`config.mk`:
```
export PLATFORM = sky130hd
export DESIGN_NAME = scu_dsp_dma_bridge
export DESIGN_NICKNAME = d
export VERILOG_FILES = /design/src/rtl/scu_dsp_dma_bridge.sv
export SDC_FILE = /design/constraint.sdc
export NUM_CORES = 1
export LEC_CHECK = 0
export ABC_AREA = 1
export BUFFER_PORTS_ARGS = -buffer_cell sky130_fd_sc_hd__buf_2
export CAP_MARGIN = 20
export CORE_AREA = 5 5 151 124
export CTS_CLUSTER_DIAMETER = 200
export DETAILED_ROUTE_END_ITERATION = 10
export DIE_AREA = 0 0 156 129
export PLACE_DENSITY = 0.84
export SYNTH_ARGS = -nofsm -noshare
export SYNTH_HDL_FRONTEND = slang
export SYNTH_SLANG_ARGS = --single-unit
```
`constraint.sdc`:
```
create_clock -name CLK -period 2.34 [get_ports CLK]
set_clock_uncertainty 0.15 [all_clocks]
set_input_delay 0.468 -clock CLK [delete_from_list [all_inputs] [get_ports CLK]]
set_output_delay 0.468 -clock CLK [all_outputs]
set_load 0.02 [all_outputs]
```
`src/rtl/scu_dsp_dma_bridge.sv`:
```
// SCU DSP DMA bridge: turns DSP word requests into one A-bus cycle
// or two B-bus halfword cycles, with a per-phase timeout.
module scu_dsp_dma_bridge #(
    parameter int TIMEOUT_CYC = 255
) (
    input  logic        CLK,
    input  logic        RST_N,
    input  logic        CE_R,
    input  logic [26:0] DMA_A,
    input  logic [31:0] DMA_DO,
    input  logic        DMA_WE,
    input  logic        DMA_REQ,
    output logic        DMA_ACK,
    output logic [31:0] DMA_DI,
    output logic [26:0] ABUS_A,
    output logic [31:0] ABUS_DO,
    output logic        ABUS_WE,
    output logic        ABUS_REQ,
    input  logic [31:0] ABUS_DI,
    input  logic        ABUS_ACK,
    output logic [26:0] BBUS_A,
    output logic [15:0] BBUS_DO,
    output logic        BBUS_WE,
    output logic        BBUS_REQ,
    input  logic [15:0] BBUS_DI,
    input  logic        BBUS_ACK,
    output logic        BUS_ERR,
    output logic        BUSY
);

    localparam int CW = (TIMEOUT_CYC > 255) ? $clog2(TIMEOUT_CYC + 1) : 8;

    typedef enum logic [2:0] {IDLE, ACYC, BHI, BLO, RESP} state_t;

    state_t          state;
    logic            we_q;
    logic [15:0]     do_lo;
    logic [15:0]     rd_hi;
    logic [CW-1:0]   cnt;
    logic [26:0]     a_al;
    logic            is_b;
    logic            tmo;

    assign a_al = DMA_A & ~27'd3;
    assign is_b = (DMA_A[26:24] == 3'b101) && (DMA_A[23:20] >= 4'hA);
    assign tmo  = (TIMEOUT_CYC != 0) && (cnt == CW'(TIMEOUT_CYC - 1));
    assign BUSY = (state != IDLE);

    always_ff @(posedge CLK or negedge RST_N) begin
        if (!RST_N) begin
            state    <= IDLE;
            we_q     <= 1'b0;
            do_lo    <= '0;
            rd_hi    <= '0;
            cnt      <= '0;
            DMA_ACK  <= 1'b0;
            DMA_DI   <= '0;
            ABUS_A   <= '0;
            ABUS_DO  <= '0;
            ABUS_WE  <= 1'b0;
            ABUS_REQ <= 1'b0;
            BBUS_A   <= '0;
            BBUS_DO  <= '0;
            BBUS_WE  <= 1'b0;
            BBUS_REQ <= 1'b0;
            BUS_ERR  <= 1'b0;
        end else if (CE_R) begin
            DMA_ACK <= 1'b0;
            BUS_ERR <= 1'b0;
            unique case (state)
                IDLE: begin
                    if (DMA_REQ) begin
                        we_q  <= DMA_WE;
                        do_lo <= DMA_DO[15:0];
                        cnt   <= '0;
                        if (is_b) begin
                            state    <= BHI;
                            BBUS_REQ <= 1'b1;
                            BBUS_A   <= a_al;
                            BBUS_DO  <= DMA_DO[31:16];
                            BBUS_WE  <= DMA_WE;
                        end else begin
                            state    <= ACYC;
                            ABUS_REQ <= 1'b1;
                            ABUS_A   <= a_al;
                            ABUS_DO  <= DMA_DO;
                            ABUS_WE  <= DMA_WE;
                        end
                    end
                end
                ACYC: begin
                    if (ABUS_ACK || tmo) begin
                        ABUS_REQ <= 1'b0;
                        BUS_ERR  <= !ABUS_ACK;
                        DMA_ACK  <= 1'b1;
                        DMA_DI   <= (we_q || !ABUS_ACK) ? 32'h0 : ABUS_DI;
                        state    <= RESP;
                    end else begin
                        cnt <= cnt + 1'b1;
                    end
                end
                BHI: begin
                    if (BBUS_ACK || tmo) begin
                        BBUS_REQ <= 1'b0;
                        BUS_ERR  <= !BBUS_ACK;
                        rd_hi    <= BBUS_ACK ? BBUS_DI : 16'h0;
                        BBUS_A   <= BBUS_A + 27'd2;
                        BBUS_DO  <= do_lo;
                        state    <= BLO;
                    end else begin
                        cnt <= cnt + 1'b1;
                    end
                end
                BLO: begin
                    // first BLO tick is the mandatory REQ gap; ACK is ignored
                    if (!BBUS_REQ) begin
                        BBUS_REQ <= 1'b1;
                        cnt      <= '0;
                    end else if (BBUS_ACK || tmo) begin
                        BBUS_REQ <= 1'b0;
                        BUS_ERR  <= !BBUS_ACK;
                        DMA_ACK  <= 1'b1;
                        DMA_DI   <= we_q ? 32'h0 :
                                    {rd_hi, BBUS_ACK ? BBUS_DI : 16'h0};
                        state    <= RESP;
                    end else begin
                        cnt <= cnt + 1'b1;
                    end
                end
                RESP: state <= IDLE;
                default: state <= IDLE;
            endcase
        end
    end

endmodule

```
==> run summary <==
- run status: finished, final reports clean
- clock edge transition at the registers on the reported setup and hold paths: 0.08 ns
- Post CTS Setup Buffer Count: 0
- count of unique library cells instantiated by Yosys: 28
- setup repair after global routing missed its margin: false
- WS Path Type: register to output pin
- beginning of the worst register-to-register path: cnt[0]
- final instance area: 0.0109 sq mm
- total negative slack for setup checks: 0 ns
- crit path launch type: register
- Final Slew Violations: 0
- aggregate global routing overflow: 0
- actual transition at the worst max-transition pin: 0.597 ns
- total area of multi-input combinational cells: 0.00363 sq mm
- count of standard-cell rows: 43
- headroom to the max-slew limit: 0.598
- clock period minus final worst setup slack: 2.20 ns
- fraction of the cycle the final worst path needs: 0.940
- setup slack on the worst flop-to-flop path: 0.24 ns
- Setup Slack @ Placement: 0.130 ns
- area of the die: 0.0201 sq mm
- fraction of the yosys area taken by sequential cells: 0.519
- biggest area contributors in the synthesized netlist: dfrtp_1 52%, nand2_1 20%, o21ai_0 7.6%, inv_1 3.9%, nand3_1 3.4%
- count of flip-flops with a built-in enable after synthesis: 0
- max frequency: 455 MHz
- Cells on Worst Hold Path: 3
- fraction of layout cells with a size suffix above 1: 0.227
- Fill cells: 1478
- final net count: 1508
- post-synthesis instance area: 0.00873 sq mm
- average wire per standard cell: 15.3 um
- overall routing resource usage: 0.247
- post-synthesis async set-or-reset flop share: 1.00
- number of buffers added on ports: 249
- PwrDens: 1330 mW/mm^2
- Critical Path End Type: output pin
- end of the worst hold path: ABUS_A[25]
- endpoint arrival time on the critical path: 1.58 ns
- Max Buffers Root-to-Sink: 2
- Final Wtd Congestion: 0.911
- # H-tree levels: 4
- wire length of the first global-routing pass: 40000 um
- estimated wirelength of the detail-placed design: 18000 um
- largest net degree at the start of global routing: 66
- Reg2Reg Capture Point: DMA_DI[6]
- standard cell core area: 0.0171 sq mm
- CP max FO: 6
- number of placed I/O pins: 255
- remaining antenna violation count after routing: 0
- area occupied by registers: 0.00453 sq mm
- Die Ht: 129 um
- via count of the first global-routing pass: 7991
- final worst setup slack: 0.141 ns
- total via count in the routed design: 8418
- total of warnings raised by yosys: 0
- Hold Slack: 0.0986 ns
- Initial Utilization: 0.512
- Hold/Removal Path Class: input port to register
- number of endpoints failing setup at the final stage: 0
- cell with the most instances after synthesis: nand2_1
- cell area reported after detailed placement: 0.0103 sq mm
- register bit total from synthesis: 181
- leak pwr: 5.86 nW
- clock tree sinks: 181
- share of the synthesized area in the top cell type: 0.519
- Via density: 5.16
- CTS Root Buffer Type: clkbuf_16
- Pre-antenna DRT Iters: 6
- Syn Inst Count: 1151
- dominant cell type by area after synthesis: dfrtp_1
- number of buffers created by CTS: 17
- number of failing hold endpoints at the final stage: 0
- synth-to-layout area growth: 25.0%
- width of the die: 156 um
- worst endpoint required time: 1.72 ns
- number of max-capacitance violations reported: 0
- initial antenna violation count: 2
- clock network latency to the later pin of the worst-skew pair: 0.43 ns
- Worst VDD drop: 783 uV
- number of design-rule violations left by the first detailed-router iteration: 805
- flip-flop cell with the highest count after synthesis: dfrtp_1
- cells on worst reg2reg path: 10
- synthesized area per cell: 7.59 sq um
- cell types with the highest counts after synthesis: 475 x nand2_1, 181 x dfrtp_1, 132 x o21ai_0
- DRC viols: 0
- routed wire length: 24900 um
- TritonCTS clock tree: built
- launch point of the worst hold path: DMA_A[25]
## power breakdown
group          internal [mW]  switching [mW]
combinational           1.97            4.17
sequential              4.47           0.949
clock                   1.57            1.39
total                   8.01            6.50
## worst max-delay path by stage
stage	start	endpoint	slack (ns)	cells past startpoint
after floorplan	cnt[0]	DMA_DI[20]	0.48	11
after global placement	cnt[0]	BBUS_A[19]	0.22	11
final	state[0]	BUSY	0.14	5
after CTS	state[0]	BUSY	0.04	5
after global routing	state[0]	BUSY	0.02	5
after detailed placement	cnt[0]	BBUS_A[20]	0.13	11
## cells by family after synthesis
logic type,count (synthesis),share of synthesized area
compound gates,185,0.116
xor+xnor,2,0.00201
fa+ha+maj,3,0.00430
buf+inv,144,0.0678
flops,181,0.519
other cells,1,0.000429
simple gates,635,0.291
## worst max-delay path, cell delays in order, from the launching register on
cell     delay (ns)
dfrtp_1        0.44
nor2_1         0.17
inv_1          0.09
nor2_2         0.17
inv_1          0.10
buf_2          0.18
## registers in the layout, indices dropped and copies added, names as in the netlist
signal and cells:
DMA_DI 32, we_q 1, ABUS_WE 1, ABUS_A 25
do_lo 16, BBUS_WE 1, ABUS_REQ 1, BUS_ERR 1
BBUS_DO 16, DMA_ACK 1, BBUS_A 26, state 3
cnt 8, rd_hi 16, ABUS_DO 32, BBUS_REQ 1
## layout by cell type (no fill, tap or decap), types with 3 or more instances in the layout
| cell type | n |
|---|---|
| nand2_2 | 3 |
| nor2_2 | 6 |
| a22oi_1 | 32 |
| nand4_1 | 9 |
| o21ai_0 | 132 |
| a21oi_1 | 9 |
| nand3_1 | 60 |
| ha_1 | 3 |
| inv_1 | 90 |
| inv_8 | 4 |
| nor2_1 | 74 |
| o21ai_1 | 9 |
| conb_1 | 3 |
| nand2_1 | 474 |
| buf_12 | 7 |
| inv_6 | 4 |
| buf_2 | 248 |
| buf_4 | 13 |
| clkbuf_16 | 17 |
| clkinv_8 | 4 |
| dfrtp_1 | 181 |
## through the flow
step / cells / util / power, mW
global route: 1630 / 0.640 / 15.5
CTS: 1629 / 0.640 / 14.6
floorplan: 1153 / - / 9.27
finish: 1630 / 0.640 / 14.5
global placement: 1596 / 0.603 / 11.3
detailed placement: 1596 / 0.603 / 11.6
## area by class of cell
cell class | count | area share
inverter | 92 | 0.0316
clock buffer | 18 | 0.0402
clock inverter | 14 | 0.0167
multi-input combinational | 828 | 0.332
antenna | 1 | 0.000229
sequential | 181 | 0.415
tap | 225 | 0.0258
timing repair buffer | 271 | 0.138
## metal layers
| layer | GRT usage | routed length, um |
|---|---|---|
| met1 | 0.333 | 10400 |
| met2 | 0.396 | 11900 |
| met3 | 0.0602 | 2050 |
| met4 | 0.0859 | 567 |
| met5 | 0 | 7 |
## what timing repair did
item	CTS	global route
hold buffers	1	0
hold endpoints to repair	35	0
setup endpoints to repair	0	11
gates resized for setup	0	3
Power figures use the tool's default switching activity.
